`config.mk`:
```
export PLATFORM = sky130hd
export DESIGN_NAME = bus_xfer_seq
export DESIGN_NICKNAME = d
export VERILOG_FILES = /design/src/rtl/bus_xfer_seq.sv
export SDC_FILE = /design/constraint.sdc
export NUM_CORES = 1
export LEC_CHECK = 0
export ABC_AREA = 1
export CAP_MARGIN = 40
export CORE_ASPECT_RATIO = 1.4
export CORE_MARGIN = 3
export CORE_UTILIZATION = 54
export DETAILED_ROUTE_END_ITERATION = 10
export GPL_ROUTABILITY_DRIVEN = 0
export PLACE_DENSITY = 0.83
export SYNTH_ARGS = -nofsm -noshare
export SYNTH_HDL_FRONTEND = slang
export SYNTH_SLANG_ARGS = --single-unit
```
`constraint.sdc`:
```
create_clock -name clk -period 2.5 [get_ports clk]
set_input_delay 0.5 -clock clk [delete_from_list [all_inputs] [get_ports clk]]
set_output_delay 0.5 -clock clk [all_outputs]
set_load 0.05 [all_outputs]
```
`src/rtl/bus_xfer_seq.sv`:
```
// Bus transfer sequencer: queued {src,dst} commands -> registered source/load enables, one driver at a time.
// Pop 1 cycle after push, load edge 2 cycles after pop; cmd_ready = !full; BUS_TURNAROUND_EN adds an idle cycle per transfer.
module bus_xfer_seq #(
    parameter int DEPTH = 4
) (
    input  logic       clk,
    input  logic       rst_n,
    input  logic       cmd_valid,
    output logic       cmd_ready,
    input  logic [1:0] cmd_src,
    input  logic [2:0] cmd_dst,
    output logic       eni,
    output logic       ena,
    output logic       enb,
    output logic       enc,
    output logic       lda,
    output logic       ldb,
    output logic       ldc,
    output logic       busy,
    output logic       done,
    output logic       err
);

    localparam int AW = $clog2(DEPTH);
    localparam logic [AW:0] FULL_CNT = (AW+1)'(DEPTH);

    typedef struct packed {
        logic [1:0] src;
        logic [2:0] dst;
    } cmd_t;

    typedef enum logic [1:0] {
        S_IDLE  = 2'd0,
        S_DRIVE = 2'd1,
        S_LOAD  = 2'd2
`ifdef BUS_TURNAROUND_EN
        , S_TURN = 2'd3
`endif
    } state_t;

    cmd_t          mem [DEPTH];
    logic [AW-1:0] wr_ptr, rd_ptr;
    logic [AW:0]   count;
    logic          push, pop;
    cmd_t          head;

    state_t state, state_nxt;
    cmd_t   cur, cur_nxt;
    logic   advance;
    logic   done_nxt, err_nxt;
    logic [3:0] en_q, en_nxt;
    logic [2:0] ld_q, ld_nxt;

    assign cmd_ready = rst_n && (count != FULL_CNT);
    assign push      = cmd_valid && cmd_ready;
    assign head      = mem[rd_ptr];
    assign busy      = (count != '0) || (state != S_IDLE);

    always_ff @(posedge clk) begin
        if (push)
            mem[wr_ptr] <= '{src: cmd_src, dst: cmd_dst};
    end

    always_ff @(posedge clk) begin
        if (!rst_n) begin
            wr_ptr <= '0;
            rd_ptr <= '0;
            count  <= '0;
        end else begin
            if (push) wr_ptr <= wr_ptr + AW'(1);
            if (pop)  rd_ptr <= rd_ptr + AW'(1);
            case ({push, pop})
                2'b10:   count <= count + (AW+1)'(1);
                2'b01:   count <= count - (AW+1)'(1);
                default: count <= count;
            endcase
        end
    end

    always_comb begin
        state_nxt = state;
        cur_nxt   = cur;
        pop       = 1'b0;
        advance   = 1'b0;
        done_nxt  = 1'b0;
        err_nxt   = 1'b0;
        en_nxt    = 4'b0000;
        ld_nxt    = 3'b000;
        case (state)
            S_IDLE:  advance = 1'b1;
            S_DRIVE: state_nxt = S_LOAD;
            S_LOAD: begin
                done_nxt = 1'b1;
`ifdef BUS_TURNAROUND_EN
                state_nxt = S_TURN;
`else
                advance = 1'b1;
`endif
            end
`ifdef BUS_TURNAROUND_EN
            S_TURN:  advance = 1'b1;
`endif
            default: state_nxt = S_IDLE;
        endcase

        // An empty-mask command is consumed but never reaches the bus.
        if (advance) begin
            state_nxt = S_IDLE;
            if (count != '0) begin
                pop     = 1'b1;
                cur_nxt = head;
                if (head.dst != 3'b000)
                    state_nxt = S_DRIVE;
                else
                    err_nxt = 1'b1;
            end
        end

        if (state_nxt == S_DRIVE || state_nxt == S_LOAD)
            en_nxt = 4'b0001 << cur_nxt.src;
        if (state_nxt == S_LOAD)
            ld_nxt = cur_nxt.dst;
    end

    always_ff @(posedge clk) begin
        if (!rst_n) begin
            state <= S_IDLE;
            cur   <= '0;
            en_q  <= 4'b0000;
            ld_q  <= 3'b000;
            done  <= 1'b0;
            err   <= 1'b0;
        end else begin
            state <= state_nxt;
            cur   <= cur_nxt;
            en_q  <= en_nxt;
            ld_q  <= ld_nxt;
            done  <= done_nxt;
            err   <= err_nxt;
        end
    end

    assign {enc, enb, ena, eni} = en_q;
    assign {ldc, ldb, lda}      = ld_q;

endmodule

```
==> results of run 1 <==
## logic make-up (layout without fill, tap and decap cells)
| kind of cell | after synthesis | in the layout | share of synthesized area |
|---|---|---|---|
| AOI/OAI and AO/OA | 24 | 24 | 0.0709 |
| adders and majority gates | 6 | 6 | 0.0478 |
| and+or+nand+nor | 71 | 71 | 0.182 |
| buffers and inverters | 28 | 54 | 0.0622 |
| DFF | 45 | 45 | 0.637 |
## routing by layer
layer / up-vias / global-route usage / wire length [um]
met5: - / 0 / 0
met4: 0 / 0.0824 / 72
met3: 10 / 0.0613 / 142
met2: 25 / 0.313 / 1520
met1: 516 / 0.197 / 1110
li1: 606 / - / -
## cell usage in the layout (no fill, tap or decap), drive strengths merged, types with 2 or more instances in the layout
master,count
buf,4
and2,3
o21ai,14
nand2,31
a21oi,9
nand3,9
nor2,22
edfxtp,20
ha,5
clkinv,2
or2,2
inv,24
clkdlybuf4s50,17
clkbuf,6
nor3,2
dfxtp,25
## power groups by stage
stage | Clock, mW | Sequential (mW) | Combinational (mW)
2_1_floorplan | 0 | 1.06 | 0.661
3_3_place_gp | 0 | 0.990 | 0.928
3_5_place_dp | 0 | 0.996 | 0.977
4_1_cts | 0.519 | 0.981 | 0.991
5_1_grt | 0.555 | 0.996 | 1.13
6_report | 0.516 | 0.980 | 0.985
## layout make-up
cell class | instances | share of cell area
repair buffers | 21 | 0.102
multi-input cells | 101 | 0.252
well taps | 37 | 0.0222
clock inverters | 2 | 0.0162
flip-flops and latches | 45 | 0.528
inverters | 25 | 0.0450
clock buffers | 6 | 0.0348
## path summary, 6_finish.rpt
path / from / endpoint / slack (ns) / cells past startpoint
worst max-delay path: rst_n / count[2] / 0.34 / 11
worst min-delay path: state[0] / done / 0.42 / 1
worst max register to register: count[2] / count[2] / 0.42 / 11
worst min register to register: state[0] / done / 0.42 / 1
## flip-flops by register name, summed over array words and instances, names as in the netlist, named ones only
register  count
mem          20
cur           5
en_q          4
count         3
ld_q          3
rd_ptr        2
state         2
wr_ptr        2
done          1
err           1
## per-stage QoR
stage | total power [mW] | cell area, um^2 | utilization | hold WS [ns] | worst slack (ns)
after floorplan | 1.73 | 1730 | - | 0.399 | 0.134
after global placement | 1.92 | 1980 | 0.667 | 0.408 | 0.237
after detailed placement | 1.97 | 1980 | 0.667 | 0.418 | 0.0780
after CTS | 2.49 | 2080 | 0.703 | 0.429 | 0.343
after global routing | 2.68 | 2080 | 0.703 | 0.468 | 0.161
final | 2.48 | 2080 | 0.703 | 0.424 | 0.336
==> impl_metrics.json, run 1 <==
{
  "gr-usage-all-layers": 0.183,
  "synthDistinctLibCells": 23,
  "post-place-cells": 229,
  "cts_buffers": 5,
  "grt_pass1_wl_mm": 5.11,
  "synth-warning-count": 0,
  "required_ns": 2.69,
  "critPathBufInv": 3,
  "die_x_um": 53.8,
  "outcome": "completed",
  "root_buffer": "clkbuf_8",
  "rsz0062_at_grt": "false",
  "grt_remaining_overflow": 0,
  "internal-power_mw": 1.53,
  "viasPerCell": 4.88,
  "regArea_um2": 1100,
  "cts_max_level": 2,
  "clkPwrFrac": 0.208,
  "synth_seq_cells": 45,
  "drc": 0,
  "syn_inst": 174,
  "max-cap-violations": 0,
  "dieArea_um2": 3930,
  "io_buffers": 18,
  "ys_seq_area_frac": 0.637,
  "nets": 213,
  "syn2layout_area_growth_pct": 20.6,
  "p_leak_nw": 0.854,
  "fin_crit_ns": 2.16,
  "fillers": 231,
  "synth_area_per_cell_um2": 9.94,
  "worst_pin_slew_ns": 0.501,
  "p_switching_mw": 0.951,
  "synth_commonest_cells": "27 x nand2_1, 25 x dfxtp_1, 22 x inv_1",
  "cp_cell_sequence": "clkdlybuf4s50_1 -> inv_1 -> a21oi_2 -> nand2_1 -> ha_1 -> inv_1 -> fa_1 -> a21oi_1 -> o21ai_0 -> o21ai_0 -> a21oi_1",
  "cp-start-kind": "primary input",
  "tritoncts": "built",
  "async_flop_share": 0,
  "grt_max_degree": 14,
  "clock_path_buffers": 2,
  "crit_fanout": 3,
  "cp.arrival_ns": 2.35,
  "cp-end-kind": "register",
  "cpMaxStageDelayCell": "clkdlybuf4s50_1",
  "p_sw_frac": 0.383,
  "synthesis.area_um2": 1730,
  "peakVddDrop_mv": 0.840,
  "postCtsSetupRepairBufs": 0,
  "hold_viol": 0,
  "cts-hold-fix-buffers": 0,
  "rows": 23,
  "fin_cells": 237,
  "setup_tns_ns": 0,
  "setup_viol": 0,
  "final_antenna_net_count": 0,
  "drt_iter0_markers": 14,
  "synth_most_common_cell": "nand2_1",
  "syn_nets": 188,
  "post-route-period-util": 0.866,
  "crit_type": "in -> reg",
  "yosys.area.top_type": "edfxtp_1",
  "synth_edf_count": 20,
  "post_cts_resized": 0,
  "synth_ff_type": "dfxtp_1",
  "numClockSinks": 45,
  "core_um2": 2960,
  "slowest_delay_ns": 0.41,
  "relSlewSlack": 0.665,
  "crit_family": "compound AO/OA/AOI/OAI gates",
  "dr.pass1.iters": 4,
  "fmax_ghz": 0.462,
  "clk_latency_ns": 0.29,
  "slew_viol_final": 0,
  "comb_power_share": 0.397,
  "seqPwrFrac": 0.395,
  "layout-drive-gt1-share": 0.0900,
  "n_antenna_cell": 0,
  "ios": 19,
  "clkTransAtPathRegs_ns": 0.08,
  "post-dp-hpwl_mm": 2.13,
  "start_util": 0.583,
  "vias": 1157,
  "p_per_area_nw_per_um2": 1190,
  "hold_path.class": "reg -> reg",
  "multiInputGateArea_um2": 524,
  "synth_top_area_frac": 0.347,
  "wl_per_cell_um": 12.0,
  "wl_mm": 2.84,
  "worst_clock_skew_ns": 0.00927,
  "grt_pass1_vias": 1205,
  "synthTopCellsByArea": "edfxtp_1 35%, dfxtp_1 29%, nand2_1 5.9%",
  "fp.dieH_um": 73.0,
  "antenna_found_initial": 0
}
Note: power is estimated with default switching activity, not from simulation.
==> inputs of run 2 (changes only) <==
--- a/config.mk
+++ b/config.mk
@@ -7,9 +7,11 @@
 export LEC_CHECK = 0
 export ABC_AREA = 1
 export CAP_MARGIN = 40
+export CELL_PAD_IN_SITES_DETAIL_PLACEMENT = 1
+export CELL_PAD_IN_SITES_GLOBAL_PLACEMENT = 1
 export CORE_ASPECT_RATIO = 1.4
 export CORE_MARGIN = 3
-export CORE_UTILIZATION = 54
+export CORE_UTILIZATION = 42
 export DETAILED_ROUTE_END_ITERATION = 10
 export GPL_ROUTABILITY_DRIVEN = 0
 export PLACE_DENSITY = 0.83
==> run 2 against run 1 <==
  * Register-to-register slack improved by 0.08 ns
  * Cell count increased by 4.2%
  * Sequential share of layout area decreased by 1.1 points
  * Core utilization decreased by 16 points
  * Routed wire length increased by 24%
  * Worst hold slack improved by 0.021 ns
  * Cell area increased by 2.1%
  * Total power increased by 3.1%
  * Critical path type is now reg -> out
  * Combinational power increased by 5%
  * Via count increased by 6.5%
==> impl_metrics.json, run 2 (synthesized netlist as in run 1, its figures left out) <==
{
  "outcome": "completed",
  "postCtsSetupRepairBufs": 0,
  "root_buffer": "clkbuf_8",
  "pre_cts_ws_ns": 0.134,
  "max-cap-violations": 0,
  "worst_pin_slew_ns": 0.496,
  "relSlewSlack": 0.669,
  "clkTransAtPathRegs_ns": 0.08,
  "drc": 0,
  "slew_viol_final": 0,
  "fin_crit_ns": 2.17,
  "core_um2": 3950,
  "reg_top3": "mem x20, cur x5, en_q x4",
  "peakVddDrop_mv": 0.818,
  "required_ns": 2.00,
  "final_antenna_net_count": 0,
  "whs_ns": 0.444,
  "syn2layout_area_growth_pct": 23.1,
  "post-dp-hpwl_mm": 2.70,
  "cp-end-kind": "output pin",
  "gr-usage-all-layers": 0.162,
  "fin_cells": 247,
  "busiest_layer": "met2",
  "setup_tns_ns": 0,
  "nets": 217,
  "post-place-cells": 239,
  "worst_clock_skew_ns": 0.00671,
  "cp-start-kind": "register",
  "fin_util": 0.538,
  "gr-usage-met3": 0.0425,
  "top_register": "mem",
  "hold_viol": 0,
  "cts_buffers": 5,
  "numClockSinks": 45,
  "p_per_area_nw_per_um2": 1200,
  "setup_viol": 0,
  "grt_pass1_vias": 1287,
  "antenna_found_initial": 0,
  "use_met1": 0.163,
  "rsz0062_at_grt": "false",
  "clock_path_buffers": 2,
  "cts_max_level": 2,
  "wl_mm": 3.53,
  "post_cts_resized": 0,
  "post-route-period-util": 0.867,
  "dieArea_um2": 4930,
  "fp.dieH_um": 81.9,
  "grt_pass1_wl_mm": 5.72,
  "crit_type": "reg -> out",
  "io_buffers": 18,
  "drt_iter0_markers": 17,
  "grt_max_degree": 15,
  "vias": 1232,
  "fmax_ghz": 0.461,
  "largest_reg_flops": 20,
  "final_common_cell": "nand2_1",
  "dr.pass1.iters": 3,
  "tritoncts": "built",
  "use_met2": 0.299,
  "start_util": 0.437,
  "clk_latency_ns": 0.29,
  "cts-hold-fix-buffers": 0,
  "ios": 19,
  "p_leak_nw": 0.880,
  "layout-drive-gt1-share": 0.118,
  "n_antenna_cell": 0,
  "fillers": 451,
  "crit_fanout": 4,
  "viasPerCell": 4.99,
  "hold_path.class": "reg -> reg",
  "grt_remaining_overflow": 0,
  "rows": 27,
  "cp.arrival_ns": 1.67,
  "die_x_um": 60.2,
  "timing.final.ws_setup_ns": 0.331,
  "wl_per_cell_um": 14.3,
  "final_cell_mix": "27 x nand2_1, 25 x dfxtp_1, 22 x inv_1"
}
run 2: worst max-delay path, stage by stage, from the launching register on:
cell and delay, ns:
dfxtp_1 0.37, inv_1 0.11, nand4_1 0.10, clkdlybuf4s50_1 0.80
run 2: cell type report:
| class | count | area [um^2] | share of cell area |
|---|---|---|---|
| multi-input cells | 101 | 524 | 0.246 |
| clock buffers | 6 | 73.8 | 0.0347 |
| inverters | 25 | 93.8 | 0.0441 |
| repair buffers | 25 | 243 | 0.114 |
| clock inverters | 2 | 38.8 | 0.0182 |
| well taps | 43 | 53.8 | 0.0253 |
| flip-flops and latches | 45 | 1100 | 0.517 |
run 2: final timing paths:
kind | startpoint | cells after the start | end | slack, ns
worst max-delay path | count[2] | 3 | busy | 0.33
worst min-delay path | state[0] | 1 | done | 0.44
worst max register to register | count[2] | 11 | count[2] | 0.50
worst min register to register | state[0] | 1 | done | 0.44
run 2: report_power, final:
part	total, mW	switching, mW	internal, mW
registers	0.986	0.0814	0.905
logic	1.03	0.692	0.340
clock network	0.540	0.237	0.304
run 2: stage by stage:
step | total power [mW] | cell area [um^2]
after detailed placement | 2.04 | 2020
final | 2.56 | 2130
after CTS | 2.60 | 2130
after floorplan | 1.73 | 1730
after global routing | 2.74 | 2130
after global placement | 1.97 | 2020
run 2: routing by layer:
metal,up-vias,part of all wire
met5,-,0
met4,0,0.020
li1,616,-
met3,6,0.027
met2,15,0.57
met1,595,0.38
==> inputs of run 3 (changes only) <==
--- a/config.mk
+++ b/config.mk
@@ -10,11 +10,12 @@
 export CELL_PAD_IN_SITES_DETAIL_PLACEMENT = 1
 export CELL_PAD_IN_SITES_GLOBAL_PLACEMENT = 1
 export CORE_ASPECT_RATIO = 1.4
-export CORE_MARGIN = 3
-export CORE_UTILIZATION = 42
+export CORE_MARGIN = 10
+export CORE_UTILIZATION = 35
+export CTS_CLUSTER_SIZE = 16
 export DETAILED_ROUTE_END_ITERATION = 10
 export GPL_ROUTABILITY_DRIVEN = 0
-export PLACE_DENSITY = 0.83
+export PLACE_DENSITY = 0.72
 export SYNTH_ARGS = -nofsm -noshare
 export SYNTH_HDL_FRONTEND = slang
 export SYNTH_SLANG_ARGS = --single-unit
==> run 3 against run 2 <==
  * First-iteration DRC count up 150%
  * Worst hold slack got worse by 0.022 ns
  * Cell area increased by 1.6%
  * Routed wire length fell by 3.0%
  * Register-to-register slack about the same
  * Combinational power about the same
  * Critical endpoint unchanged
  * Largest cell class unchanged
  * Highest routed layer unchanged
==> impl_metrics.json, run 3 (synthesized netlist as in run 1, its figures left out) <==
{
  "post-place-cells": 259,
  "post-route-period-util": 0.864,
  "root_buffer": "clkbuf_8",
  "start_util": 0.360,
  "drt_iter0_markers": 42,
  "wl_mm": 3.42,
  "final_common_cell": "nand2_1",
  "core_um2": 4800,
  "fmax_ghz": 0.463,
  "antenna_found_initial": 0,
  "final_cell_mix": "27 x nand2_1, 25 x dfxtp_1, 22 x inv_1",
  "reg_top3": "mem x20, cur x5, en_q x4",
  "viasPerCell": 4.64,
  "p_leak_nw": 0.883,
  "crit_family": "buffers and inverters",
  "dr.pass1.iters": 4,
  "setup_tns_ns": 0,
  "io_buffers": 18,
  "grt_pass1_wl_mm": 5.80,
  "die_x_um": 79.4,
  "grt_remaining_overflow": 0,
  "n_antenna_cell": 0,
  "required_ns": 2.00,
  "rsz0062_at_grt": "false",
  "outcome": "completed",
  "layout-drive-gt1-share": 0.113,
  "cp-end-kind": "output pin",
  "hold_viol": 0,
  "hold_path.class": "reg -> reg",
  "post_cts_resized": 0,
  "cts_max_level": 2,
  "clkTransAtPathRegs_ns": 0.08,
  "cp.arrival_ns": 1.66,
  "cp-start-kind": "register",
  "critPathBufInv": 2,
  "numClockSinks": 45,
  "rows": 30,
  "place_area_um2": 2030,
  "tritoncts": "built",
  "nets": 216,
  "clock_path_buffers": 2,
  "slowest_delay_ns": 0.80,
  "peakVddDrop_mv": 0.611,
  "fp.dieH_um": 103,
  "fillers": 578,
  "fin_area_um2": 2160,
  "grt_pass1_vias": 1254,
  "largest_reg_flops": 20,
  "cp_cell_sequence": "inv_1 -> nand4_1 -> clkdlybuf4s50_1",
  "syn2layout_area_growth_pct": 25.1,
  "grt_max_degree": 15,
  "crit_fanout": 4,
  "p_per_area_nw_per_um2": 1190,
  "setup_viol": 0,
  "top_register": "mem",
  "worst_pin_slew_ns": 0.510,
  "clk_latency_ns": 0.29,
  "ios": 19,
  "fin_util": 0.450,
  "final_antenna_net_count": 0,
  "relSlewSlack": 0.659,
  "worst_clock_skew_ns": 0.00735,
  "dieArea_um2": 8190,
  "cpMaxStageDelayCell": "clkdlybuf4s50_1",
  "drc": 0,
  "cts_buffers": 5,
  "gr-usage-all-layers": 0.0912,
  "max-cap-violations": 0,
  "fin_crit_ns": 2.16,
  "postCtsSetupRepairBufs": 0,
  "vias": 1240,
  "wl_per_cell_um": 12.8,
  "fin_cells": 267,
  "slew_viol_final": 0,
  "post-dp-hpwl_mm": 2.56,
  "crit_type": "reg -> out",
  "cts-hold-fix-buffers": 0
}
run 3: layout make-up:
| class | count | area, um^2 | area share |
|---|---|---|---|
| clock buffer | 6 | 93.8 | 0.0434 |
| clock inverter | 2 | 35.0 | 0.0162 |
| inverter | 25 | 93.8 | 0.0434 |
| multi-input combinational | 101 | 524 | 0.242 |
| sequential | 45 | 1100 | 0.509 |
| tap | 64 | 80.1 | 0.0370 |
| timing repair buffer | 24 | 235 | 0.109 |
run 3: report_power, final:
| part | total (mW) | switching [mW] | leakage [nW] | internal, mW |
|---|---|---|---|---|
| logic | 1.02 | 0.679 | 0.430 | 0.337 |
| clock network | 0.585 | 0.228 | 0.0663 | 0.356 |
| registers | 0.983 | 0.0788 | 0.386 | 0.904 |
run 3: per-stage QoR:
step	setup WS (ns)	total power, mW	hold WS [ns]
5_1_grt	0.244	2.80	0.451
4_1_cts	0.309	2.63	0.429
3_3_place_gp	0.240	2.00	0.410
6_report	0.341	2.58	0.422
3_5_place_dp	0.138	2.03	0.416
2_1_floorplan	0.134	1.73	0.399
run 3: metal layers:
metal	up-vias	routed length, um	track usage
li1	618	-	-
met1	593	1350	0.0958
met2	21	1900	0.164
met4	0	101	0.0553
met5	-	0	0
met3	8	72	0.0175
run 3: final timing paths:
path	from	endpoint	slack, ns	depth (start not counted)
max	count[2]	busy	0.34	3
min	state[0]	done	0.42	1
max reg2reg	count[2]	count[2]	0.50	11
min reg2reg	state[0]	done	0.42	1
